**src/rtl/alu_arbiter_if.sv**
```systemverilog
`default_nettype none
// ============================================================================
//  Module      : alu_arbiter_if
//  Description : Request/response bundle between two issue requesters, the
//                shared-alu arbiter and the writeback consumer.
//                Requester k occupies slice k of each packed request field.
//  Ports       : req_valid_i/req_ready_o     request handshake, 1 bit per requester
//                req_data1_i/req_data2_i     operands, 32 bits per requester
//                req_opcode_i/req_func7_i    7 bits per requester
//                req_func3_i                 3 bits per requester
//                req_tag_i                   TAG_W bits per requester
//                resp_valid_o/resp_ready_i   response handshake
//                resp_result_o/id/tag        registered response payload
//                op_count_o                  accepted-request counter
//  Revision    : 1.0  initial release
// ============================================================================
interface alu_arbiter_if #(
  parameter int TAG_W = 4,
  parameter int CNT_W = 16
) ();
  logic [1:0]         req_valid_i;
  logic [1:0]         req_ready_o;
  logic [63:0]        req_data1_i;
  logic [63:0]        req_data2_i;
  logic [13:0]        req_opcode_i;
  logic [5:0]         req_func3_i;
  logic [13:0]        req_func7_i;
  logic [2*TAG_W-1:0] req_tag_i;
  logic               resp_valid_o;
  logic               resp_ready_i;
  logic [31:0]        resp_result_o;
  logic               resp_id_o;
  logic [TAG_W-1:0]   resp_tag_o;
  logic [CNT_W-1:0]   op_count_o;

  // Arbiter side
  modport slave (
    input  req_valid_i, req_data1_i, req_data2_i, req_opcode_i,
           req_func3_i, req_func7_i, req_tag_i, resp_ready_i,
    output req_ready_o, resp_valid_o, resp_result_o, resp_id_o,
           resp_tag_o, op_count_o
  );

  // Requester / consumer side
  modport master (
    output req_valid_i, req_data1_i, req_data2_i, req_opcode_i,
           req_func3_i, req_func7_i, req_tag_i, resp_ready_i,
    input  req_ready_o, resp_valid_o, resp_result_o, resp_id_o,
           resp_tag_o, op_count_o
  );
endinterface
`default_nettype wire

```
**src/rtl/alu_arbiter.sv**
```systemverilog
`default_nettype none
// ============================================================================
//  Module      : alu_arbiter
//  Description : Shares one combinational alu between two requesters with
//                round-robin arbitration and valid/ready handshakes. The alu
//                result of the granted request is captured, with requester id
//                and tag, in a one-entry response buffer (1-cycle latency).
//  Ports       : clk_i    clock, rising edge
//                rst_i    synchronous reset, active-high
//                flush_i  drop held response, accept nothing this cycle
//                bus      alu_arbiter_if.slave request/response bundle
//  Revision    : 1.0  initial release
// ============================================================================
module alu_arbiter #(
  parameter int TAG_W = 4,
  parameter int CNT_W = 16
) (
  input  wire logic     clk_i,
  input  wire logic     rst_i,
  input  wire logic     flush_i,
  alu_arbiter_if.slave  bus
);

  localparam logic [6:0] c_opc_op    = 7'b0110011;
  localparam logic [6:0] c_opc_opimm = 7'b0010011;
  localparam logic [6:0] c_opc_lui   = 7'b0110111;
  localparam logic [6:0] c_f7_alt    = 7'b0100000;

  typedef enum logic [0:0] {
    ST_EMPTY = 1'b0,
    ST_FULL  = 1'b1
  } state_t;

  state_t             r_state;
  logic [31:0]        r_result;
  logic               r_id;
  logic [TAG_W-1:0]   r_tag;
  logic [CNT_W-1:0]   r_count;
  logic               r_last_grant;

  logic               w_any_valid;
  logic               w_grant;
  logic               w_accept_en;
  logic [1:0]         w_req_ready;
  logic               w_accept;

  logic [31:0]        w_d1;
  logic [31:0]        w_d2;
  logic [6:0]         w_opc;
  logic [2:0]         w_f3;
  logic [6:0]         w_f7;
  logic [TAG_W-1:0]   w_tag;
  logic [4:0]         w_shamt;
  logic               w_alt;
  logic [31:0]        w_alu_result;

  // --------------------------------------------------------------------------
  // Arbitration. On a tie the requester that did not win last time gets the
  // grant; with a single valid requester it wins outright. A buffered response
  // can be replaced in the same cycle it is consumed, so back-to-back ops run
  // at one per cycle.
  // --------------------------------------------------------------------------
  always_comb begin
    w_any_valid = |bus.req_valid_i;
    if (&bus.req_valid_i) begin
      w_grant = ~r_last_grant;
    end else begin
      w_grant = bus.req_valid_i[1];
    end
    w_accept_en = !rst_i && !flush_i &&
                  ((r_state == ST_EMPTY) || bus.resp_ready_i);
    w_req_ready = {2{w_accept_en && w_any_valid}} & {w_grant, ~w_grant};
    w_accept    = |w_req_ready;
  end

  assign bus.req_ready_o = w_req_ready;

  // Operand mux from the granted requester
  always_comb begin
    if (w_grant) begin
      w_d1  = bus.req_data1_i[63:32];
      w_d2  = bus.req_data2_i[63:32];
      w_opc = bus.req_opcode_i[13:7];
      w_f3  = bus.req_func3_i[5:3];
      w_f7  = bus.req_func7_i[13:7];
      w_tag = bus.req_tag_i[2*TAG_W-1:TAG_W];
    end else begin
      w_d1  = bus.req_data1_i[31:0];
      w_d2  = bus.req_data2_i[31:0];
      w_opc = bus.req_opcode_i[6:0];
      w_f3  = bus.req_func3_i[2:0];
      w_f7  = bus.req_func7_i[6:0];
      w_tag = bus.req_tag_i[TAG_W-1:0];
    end
  end

  // --------------------------------------------------------------------------
  // The shared alu. Register and immediate forms share decoding; for the
  // immediate form data2 already carries the immediate and func7 carries
  // imm[11:5], which only matters for the arithmetic right shift. Anything not
  // an ALU op (loads, stores, branches, auipc) is an address add.
  // --------------------------------------------------------------------------
  always_comb begin
    w_shamt      = w_d2[4:0];
    w_alt        = (w_f7 == c_f7_alt);
    w_alu_result = w_d1 + w_d2;
    if ((w_opc == c_opc_op) || (w_opc == c_opc_opimm)) begin
      case (w_f3)
        3'b000:  w_alu_result = ((w_opc == c_opc_op) && w_alt) ? (w_d1 - w_d2)
                                                                : (w_d1 + w_d2);
        3'b001:  w_alu_result = w_d1 << w_shamt;
        3'b010:  w_alu_result = {31'd0, ($signed(w_d1) < $signed(w_d2))};
        3'b011:  w_alu_result = {31'd0, (w_d1 < w_d2)};
        3'b100:  w_alu_result = w_d1 ^ w_d2;
        3'b101:  w_alu_result = w_alt ? $unsigned($signed(w_d1) >>> w_shamt)
                                      : (w_d1 >> w_shamt);
        3'b110:  w_alu_result = w_d1 | w_d2;
        default: w_alu_result = w_d1 & w_d2;
      endcase
    end else if (w_opc == c_opc_lui) begin
      w_alu_result = w_d2;
    end
  end

  // --------------------------------------------------------------------------
  // Response buffer FSM. Flush wins over a same-cycle consume or accept and
  // leaves the grant history and counter untouched.
  // --------------------------------------------------------------------------
  always_ff @(posedge clk_i) begin
    if (rst_i) begin
      r_state      <= ST_EMPTY;
      r_result     <= '0;
      r_id         <= 1'b0;
      r_tag        <= '0;
      r_count      <= '0;
      r_last_grant <= 1'b1;
    end else if (flush_i) begin
      r_state <= ST_EMPTY;
    end else if (w_accept) begin
      r_state      <= ST_FULL;
      r_result     <= w_alu_result;
      r_id         <= w_grant;
      r_tag        <= w_tag;
      r_count      <= r_count + CNT_W'(1);
      r_last_grant <= w_grant;
    end else if ((r_state == ST_FULL) && bus.resp_ready_i) begin
      r_state <= ST_EMPTY;
    end
  end

  assign bus.resp_valid_o  = (r_state == ST_FULL);
  assign bus.resp_result_o = r_result;
  assign bus.resp_id_o     = r_id;
  assign bus.resp_tag_o    = r_tag;
  assign bus.op_count_o    = r_count;

endmodule
`default_nettype wire
```
**src/flat_wrapper.sv**
```systemverilog
// flat-port wrapper written by rule: the top's interface ports become plain ports
module alu_arbiter_flat 
#(
  parameter int TAG_W = 4,
  parameter int CNT_W = 16
)
  (clk_i, rst_i, flush_i, bus_req_valid_i, bus_req_data1_i, bus_req_data2_i, bus_req_opcode_i, bus_req_func3_i, bus_req_func7_i, bus_req_tag_i, bus_resp_ready_i, bus_req_ready_o, bus_resp_valid_o, bus_resp_result_o, bus_resp_id_o, bus_resp_tag_o, bus_op_count_o);
  alu_arbiter_if #(.TAG_W(TAG_W), .CNT_W(CNT_W)) bus_i ();
  input  wire logic clk_i;
  input  wire logic rst_i;
  input  wire logic flush_i;
  input wire logic [$bits(bus_i.req_valid_i)-1:0] bus_req_valid_i;
  input wire logic [$bits(bus_i.req_data1_i)-1:0] bus_req_data1_i;
  input wire logic [$bits(bus_i.req_data2_i)-1:0] bus_req_data2_i;
  input wire logic [$bits(bus_i.req_opcode_i)-1:0] bus_req_opcode_i;
  input wire logic [$bits(bus_i.req_func3_i)-1:0] bus_req_func3_i;
  input wire logic [$bits(bus_i.req_func7_i)-1:0] bus_req_func7_i;
  input wire logic [$bits(bus_i.req_tag_i)-1:0] bus_req_tag_i;
  input wire logic [$bits(bus_i.resp_ready_i)-1:0] bus_resp_ready_i;
  output wire logic [$bits(bus_i.req_ready_o)-1:0] bus_req_ready_o;
  output wire logic [$bits(bus_i.resp_valid_o)-1:0] bus_resp_valid_o;
  output wire logic [$bits(bus_i.resp_result_o)-1:0] bus_resp_result_o;
  output wire logic [$bits(bus_i.resp_id_o)-1:0] bus_resp_id_o;
  output wire logic [$bits(bus_i.resp_tag_o)-1:0] bus_resp_tag_o;
  output wire logic [$bits(bus_i.op_count_o)-1:0] bus_op_count_o;
  assign bus_i.req_valid_i = bus_req_valid_i;
  assign bus_i.req_data1_i = bus_req_data1_i;
  assign bus_i.req_data2_i = bus_req_data2_i;
  assign bus_i.req_opcode_i = bus_req_opcode_i;
  assign bus_i.req_func3_i = bus_req_func3_i;
  assign bus_i.req_func7_i = bus_req_func7_i;
  assign bus_i.req_tag_i = bus_req_tag_i;
  assign bus_i.resp_ready_i = bus_resp_ready_i;
  assign bus_req_ready_o = bus_i.req_ready_o;
  assign bus_resp_valid_o = bus_i.resp_valid_o;
  assign bus_resp_result_o = bus_i.resp_result_o;
  assign bus_resp_id_o = bus_i.resp_id_o;
  assign bus_resp_tag_o = bus_i.resp_tag_o;
  assign bus_op_count_o = bus_i.op_count_o;
  alu_arbiter #(.TAG_W(TAG_W), .CNT_W(CNT_W)) u_core (.clk_i(clk_i), .rst_i(rst_i), .flush_i(flush_i), .bus(bus_i));
endmodule
```
**config.mk**
```make
export PLATFORM = sky130hd
export DESIGN_NAME = alu_arbiter_flat
export DESIGN_NICKNAME = d
export VERILOG_FILES = /design/src/rtl/alu_arbiter_if.sv /design/src/rtl/alu_arbiter.sv /design/src/flat_wrapper.sv
export SDC_FILE = /design/constraint.sdc
export NUM_CORES = 1
export LEC_CHECK = 0
export CAP_MARGIN = 25
export CELL_PAD_IN_SITES_DETAIL_PLACEMENT = 0
export CELL_PAD_IN_SITES_GLOBAL_PLACEMENT = 1
export CORE_UTILIZATION = 35
export DETAILED_ROUTE_END_ITERATION = 12
export PLACE_DENSITY = 0.81
export SETUP_SLACK_MARGIN = 0.05
export SLEW_MARGIN = 0
export SYNTH_ARGS = -nofsm -noshare
export SYNTH_HDL_FRONTEND = slang
export SYNTH_SLANG_ARGS = --single-unit
```
**constraint.sdc**
```tcl
create_clock -name clk_i -period 6.55 [get_ports clk_i]
set_clock_uncertainty 0.1 [all_clocks]
set_input_delay 1.31 -clock clk_i [delete_from_list [all_inputs] [get_ports clk_i]]
set_output_delay 1.31 -clock clk_i [all_outputs]
set_load 0.05 [all_outputs]
```
* Word-level counts from Yosys, hierarchy flattened
Cells that the tools add are included.
** Word-level totals
- Register bits :: 55
- Input port bits :: 176
** Operators by class
- Add/sub/neg operators :: 3
- Order comparisons :: 2
- Equality and inequality tests :: 10
- Shift-type cells :: 3
- Muxes and demuxes :: 14
- Bitwise logic cells :: 8
- Reductions and logical operators :: 16
** Operators by type and width (number)
- $pmux W32 S7 :: 1
- $mux W32 :: 6
- $lt A32 B32 Y1 :: 2
- $add A32 B32 Y32 :: 1
- $and A32 B32 Y32 :: 1
- $or A32 B32 Y32 :: 1
- $shl A32 B5 Y32 :: 1
- $shr A32 B5 Y32 :: 1
- $sshr A32 B5 Y32 :: 1
- $sub A32 B32 Y32 :: 1
- $xor A32 B32 Y32 :: 1
- $eq A7 B6 Y1 const B :: 3
- $add A16 B1 Y16 const B :: 1
- $mux W7 :: 2
- $eq A3 B3 Y1 const B :: 3
- $eq A7 B5 Y1 const B :: 1
- $eq A3 B2 Y1 const B :: 2
- $reduce_or A2 Y1 :: 3
- $logic_and A1 B1 Y1 :: 5
- $mux W4 :: 1
- $not A1 Y1 :: 4
- $reduce_and A2 Y1 :: 2
- $eq A3 B1 Y1 const B :: 1
- $logic_not A3 Y1 :: 1
- other kinds (6) :: 10

* Depth between registers and ports, before layout
- Depth after elaboration :: 8
- Gate-level depth with buffers :: 24
- Mapped depth without buffers :: 15

* Least setup slack after synthesis
Ideal clock, no wire load.
- Path type :: input port to flip-flop
- Start point :: in bus_req_valid_i[1]
- End point :: reg u_core.r_result[23] (netlist: u_core.bus.resp_result_o[23])
- Setup time :: 0.132 ns
- Arrival time :: 5.946 ns
- Data required time :: 6.318 ns
- Slack :: 0.372 ns
- Cell stages on the path :: 24
- Buffers on the path :: 10
- Cell sequence :: a21bo_1 -> buf_6 -> buf_12 -> buf_4 -> buf_4 -> buf_4 -> buf_2 -> buf_2 -> clkbuf_1 -> clkbuf_1 -> nand2_1 -> nand2_1 -> ha_1 -> clkbuf_1 -> nand2_1 -> or3_1 -> a2111oi_1 -> nor4_1 -> nor3b_1 -> a311oi_2 -> xor2_1 -> mux2i_1 -> a2111oi_0 -> nor4_1
** Between the ends
- Word-level cells in the longest chain between the ends :: 8
- Elaborated cells between the ends (all ways) :: 39
- Classes of those cells :: add/sub: 2; eq/ne: 10; shift: 3; mux: 11; bitwise: 5; reduce/logical: 8
** Ends and longest elaborated chain
- from (decl) :: line flat_wrapper.sv:12 : input wire logic [$bits(bus_i.req_valid_i)-1:0] bus_req_valid_i;
- parallel branches: the longest is 8 deep, another holds $add A32 B32 Y32
- to (signal assigned) :: line alu_arbiter.sv:141 : r_result <= w_alu_result;
- to (decl) :: line alu_arbiter.sv:35 : logic [31:0] r_result;
Several ways; the timed one is not identified.
A chain may end at the register's enable or synchronous reset.

* Worst setup path after layout
- Start point :: in bus_req_valid_i[1]
- End point :: reg u_core.r_result[0] (netlist: u_core.bus.resp_result_o[0])
Same word-level chain as after synthesis.

==> results.yml <==
synth:
  async_flop_share: 0
  synth_cell_types: 96
  synth_area_um2: 14300
  syn_avg_cell_area_um2: 6.81
  synth_most_common_cell: "nand2_1"
  ys_warn_count: 0
  syn_nets: 2344
  yosys-top-cells-count: "nand2_1, mux2i_1, nor2_1"
  synth_top_area_frac: 0.149
  ys_ff_latch: 55
  synth_flop_cell: "dfxtp_1"
  synth_top_cell_by_area: "mux2i_1"
  synth_edf_count: 0
  synth_area_leaders: "mux2i_1, dfxtp_1, nand2_1"
  ys_seq_area_frac: 0.0770
  syn_inst: 2100
finish:
  layout.area.seq_um2: 1100
  diodes: 0
  multi_input_area_um2: 12200
  final_core_util: 0.454
  fin_area_um2: 18200
  fillers: 4245
  syn_to_final_growth_pct: 27.0
  nets: 2614
  drive_above_1_share: 0.122
die:
  io_pins: 232
  start_util: 0.357
  die_area_um2: 41700
  die_y_um: 204
  core-area_um2: 40000
  dieWidth_um: 204
  num_rows: 73
routing:
  vias: 18800
  firstDrtPassIters: 8
  drc: 0
  antenna_left: 0
  vias_per_cell: 6.50
  wirelength_um: 87800
  drt_iter0_markers: 2417
  wl_per_cell_um: 30.3
power:
  powerDensity_nw_per_um2: 160
  power_leakage_nw: 7.37
  peakVddDrop_mv: 0.105
min_path:
  hold_class: "flip-flop to flip-flop"
clock_tree:
  cts.repair.resized: 0
  cts.path.max_buffers: 2
  clock_sinks: 55
  clk_pin_slew_ns: 0.10
  cts_setup_buffers: 0
  cts_made_buffers: 5
  clk_latency_ns: 0.33
  cts_hold_buf: 0
  ctsHtreeMaxLevel: 2
  tritoncts: "yes"
  cts-root-buf: "clkbuf_16"
grt:
  track_usage: 0.410
  grt_max_degree: 58
  grt_pass1_wl_um: 126000
  grt_pass1_vias: 18000
  grt-ovfl-total: 0
  antenna_found_initial: 2
sta:
  setup_viol: 0
  finalCriticalPeriod_ns: 6.37
  hold_viol: 0
  fmax_ghz: 0.157
  whs_ns: 0.402
  tightest_slew_ns: 1.05
  finalSetupTns_ns: 0
  rsz0062_at_grt: "no"
  slew_viol_final: 0
  relSlewSlack: 0.297
  period_share: 0.973
setup_path:
  cp-end-kind: "flip-flop"
  cp_num_buf_inv: 5
  worstPathArrival_ns: 6.52
  critical_path.max_stage_delay_ns: 0.89
  critPathTopFamily: "compound AO/OA/AOI/OAI gates"
  required_ns: 6.70
  crit_chain: "clkdlybuf4s50_1 > a21boi_4 > buf_12 > buf_4 > mux2i_1 > inv_1 > ha_1 > o21bai_1 > mux2_2 > and3_1 > a211oi_1 > o31a_1 > o31a_1 > buf_4 > o21ai_2 > a2111oi_0 > nor3_1 > o22ai_1"
  crit_slowest_cell: "a2111oi_0"
  r2r_setup_slack_ns: 1.37
  worst-setup-path-type: "input pin to flip-flop"
  worstPathMaxFanout: 31
  worst_setup_path_start_kind: "input pin"
placement:
  post_dp_cell_area_um2: 18000
  gp_congestion: 1.06
  dp_hpwl_um: 70900
  port_buffers: 231
run_status:
  status: "completed"
job:
  max-cap-violations: 0
[sequential cells by signal, summed over array words and instances (netlist names)]
register	cells
u_core.bus.op_count_o	16
u_core.bus.resp_valid_o	1
u_core.bus.resp_tag_o	4
u_core.bus.resp_id_o	1
u_core.r_last_grant	1
u_core.bus.resp_result_o	32
[placed cells by master (no fill, tap or decap), types with 10 or more instances in the layout]
cell,synthesis,routed
nand3_1,44,44
o221ai_1,17,17
clkdlybuf4s50_1,0,228
mux2_2,43,44
and2_1,11,10
o21a_1,12,12
xor2_1,25,25
dfxtp_1,55,55
nor2_1,207,206
a311oi_1,13,13
o21bai_1,32,32
a22oi_1,14,14
a211oi_1,57,57
o211ai_1,41,41
and3_1,12,12
nor2b_1,19,19
inv_1,65,65
mux2i_1,213,212
a2111oi_0,10,10
or2_2,10,10
xnor2_1,37,37
a21o_1,15,15
nand2_1,271,271
nand2b_1,36,36
ha_1,68,68
o21ai_0,133,133
nor3_1,64,64
buf_4,16,174
or3_1,12,12
a221oi_1,12,12
a31oi_1,29,29
a21oi_1,171,171
o22ai_1,22,22
[metal layers]
metal  vias to the layer above  routed length (µm)  track usage  share of wire
met2                      1160               38800        0.649           0.44
met3                       249                8650       0.0778          0.098
met1                      9098               34800        0.519           0.40
met5                         -                   0            0              0
met4                         0                5630        0.233          0.064
li1                       8317                   -            -              -
[report_power, final]
group | switching [W] | total [W] | leakage, nW | internal [W]
combinational | 0.00139 | 0.00221 | 6.85 | 0.000823
sequential | 0.0000181 | 0.000374 | 0.449 | 0.000356
clock | 0.000174 | 0.000322 | 0.0772 | 0.000149
[through the flow]
stage | worst slack, ns | cells | total power [W]
floorplan | 0.372 | 2100 | 0.00161
global placement | 0.148 | 2887 | 0.00252
detailed placement | 0.0414 | 2887 | 0.00251
CTS | 0.347 | 2895 | 0.00284
global route | 0.184 | 2896 | 0.00302
finish | 0.177 | 2896 | 0.00291
[tightest hold or removal path: cells and delay by family, from the launching register on]
family | cells | cell delay [ns]
flops | 1 | 0.34
simple gates | 1 | 0.06
compound gates | 1 | 0.05
[path summary, 6_finish.rpt]
path                                                    to  cells past startpoint                             startpoint
setup / recovery  u_core.bus.resp_result_o[0]$_SDFFE_PP0P_                     18                     bus_req_valid_i[1]
hold reg to reg      u_core.bus.op_count_o[1]$_SDFFE_PP0P_                      2  u_core.bus.op_count_o[1]$_SDFFE_PP0P_
setup reg to reg  u_core.bus.resp_result_o[0]$_SDFFE_PP0P_                     17       u_core.r_last_grant$_SDFFE_PP1P_
hold / removal       u_core.bus.op_count_o[1]$_SDFFE_PP0P_                      2  u_core.bus.op_count_o[1]$_SDFFE_PP0P_
[logic make-up after synthesis]
family | synth area share
XOR/XNOR | 0.0380
AO/OA/AOI/OAI | 0.313
flip-flops | 0.0770
AND/OR/NAND/NOR | 0.239
buffers and inverters | 0.0723
multiplexers | 0.202
adder cells (fa/ha/maj) | 0.0595
[area by class of cell]
cell class / count / share of cell area
multi-input combinational: 1826 / 0.672
timing repair buffer: 414 / 0.208
clock inverter: 3 / 0.00186
clock buffer: 5 / 0.00689
sequential: 55 / 0.0606
tap: 525 / 0.0362
inverter: 68 / 0.0141
Power figures use the tool's default switching activity.
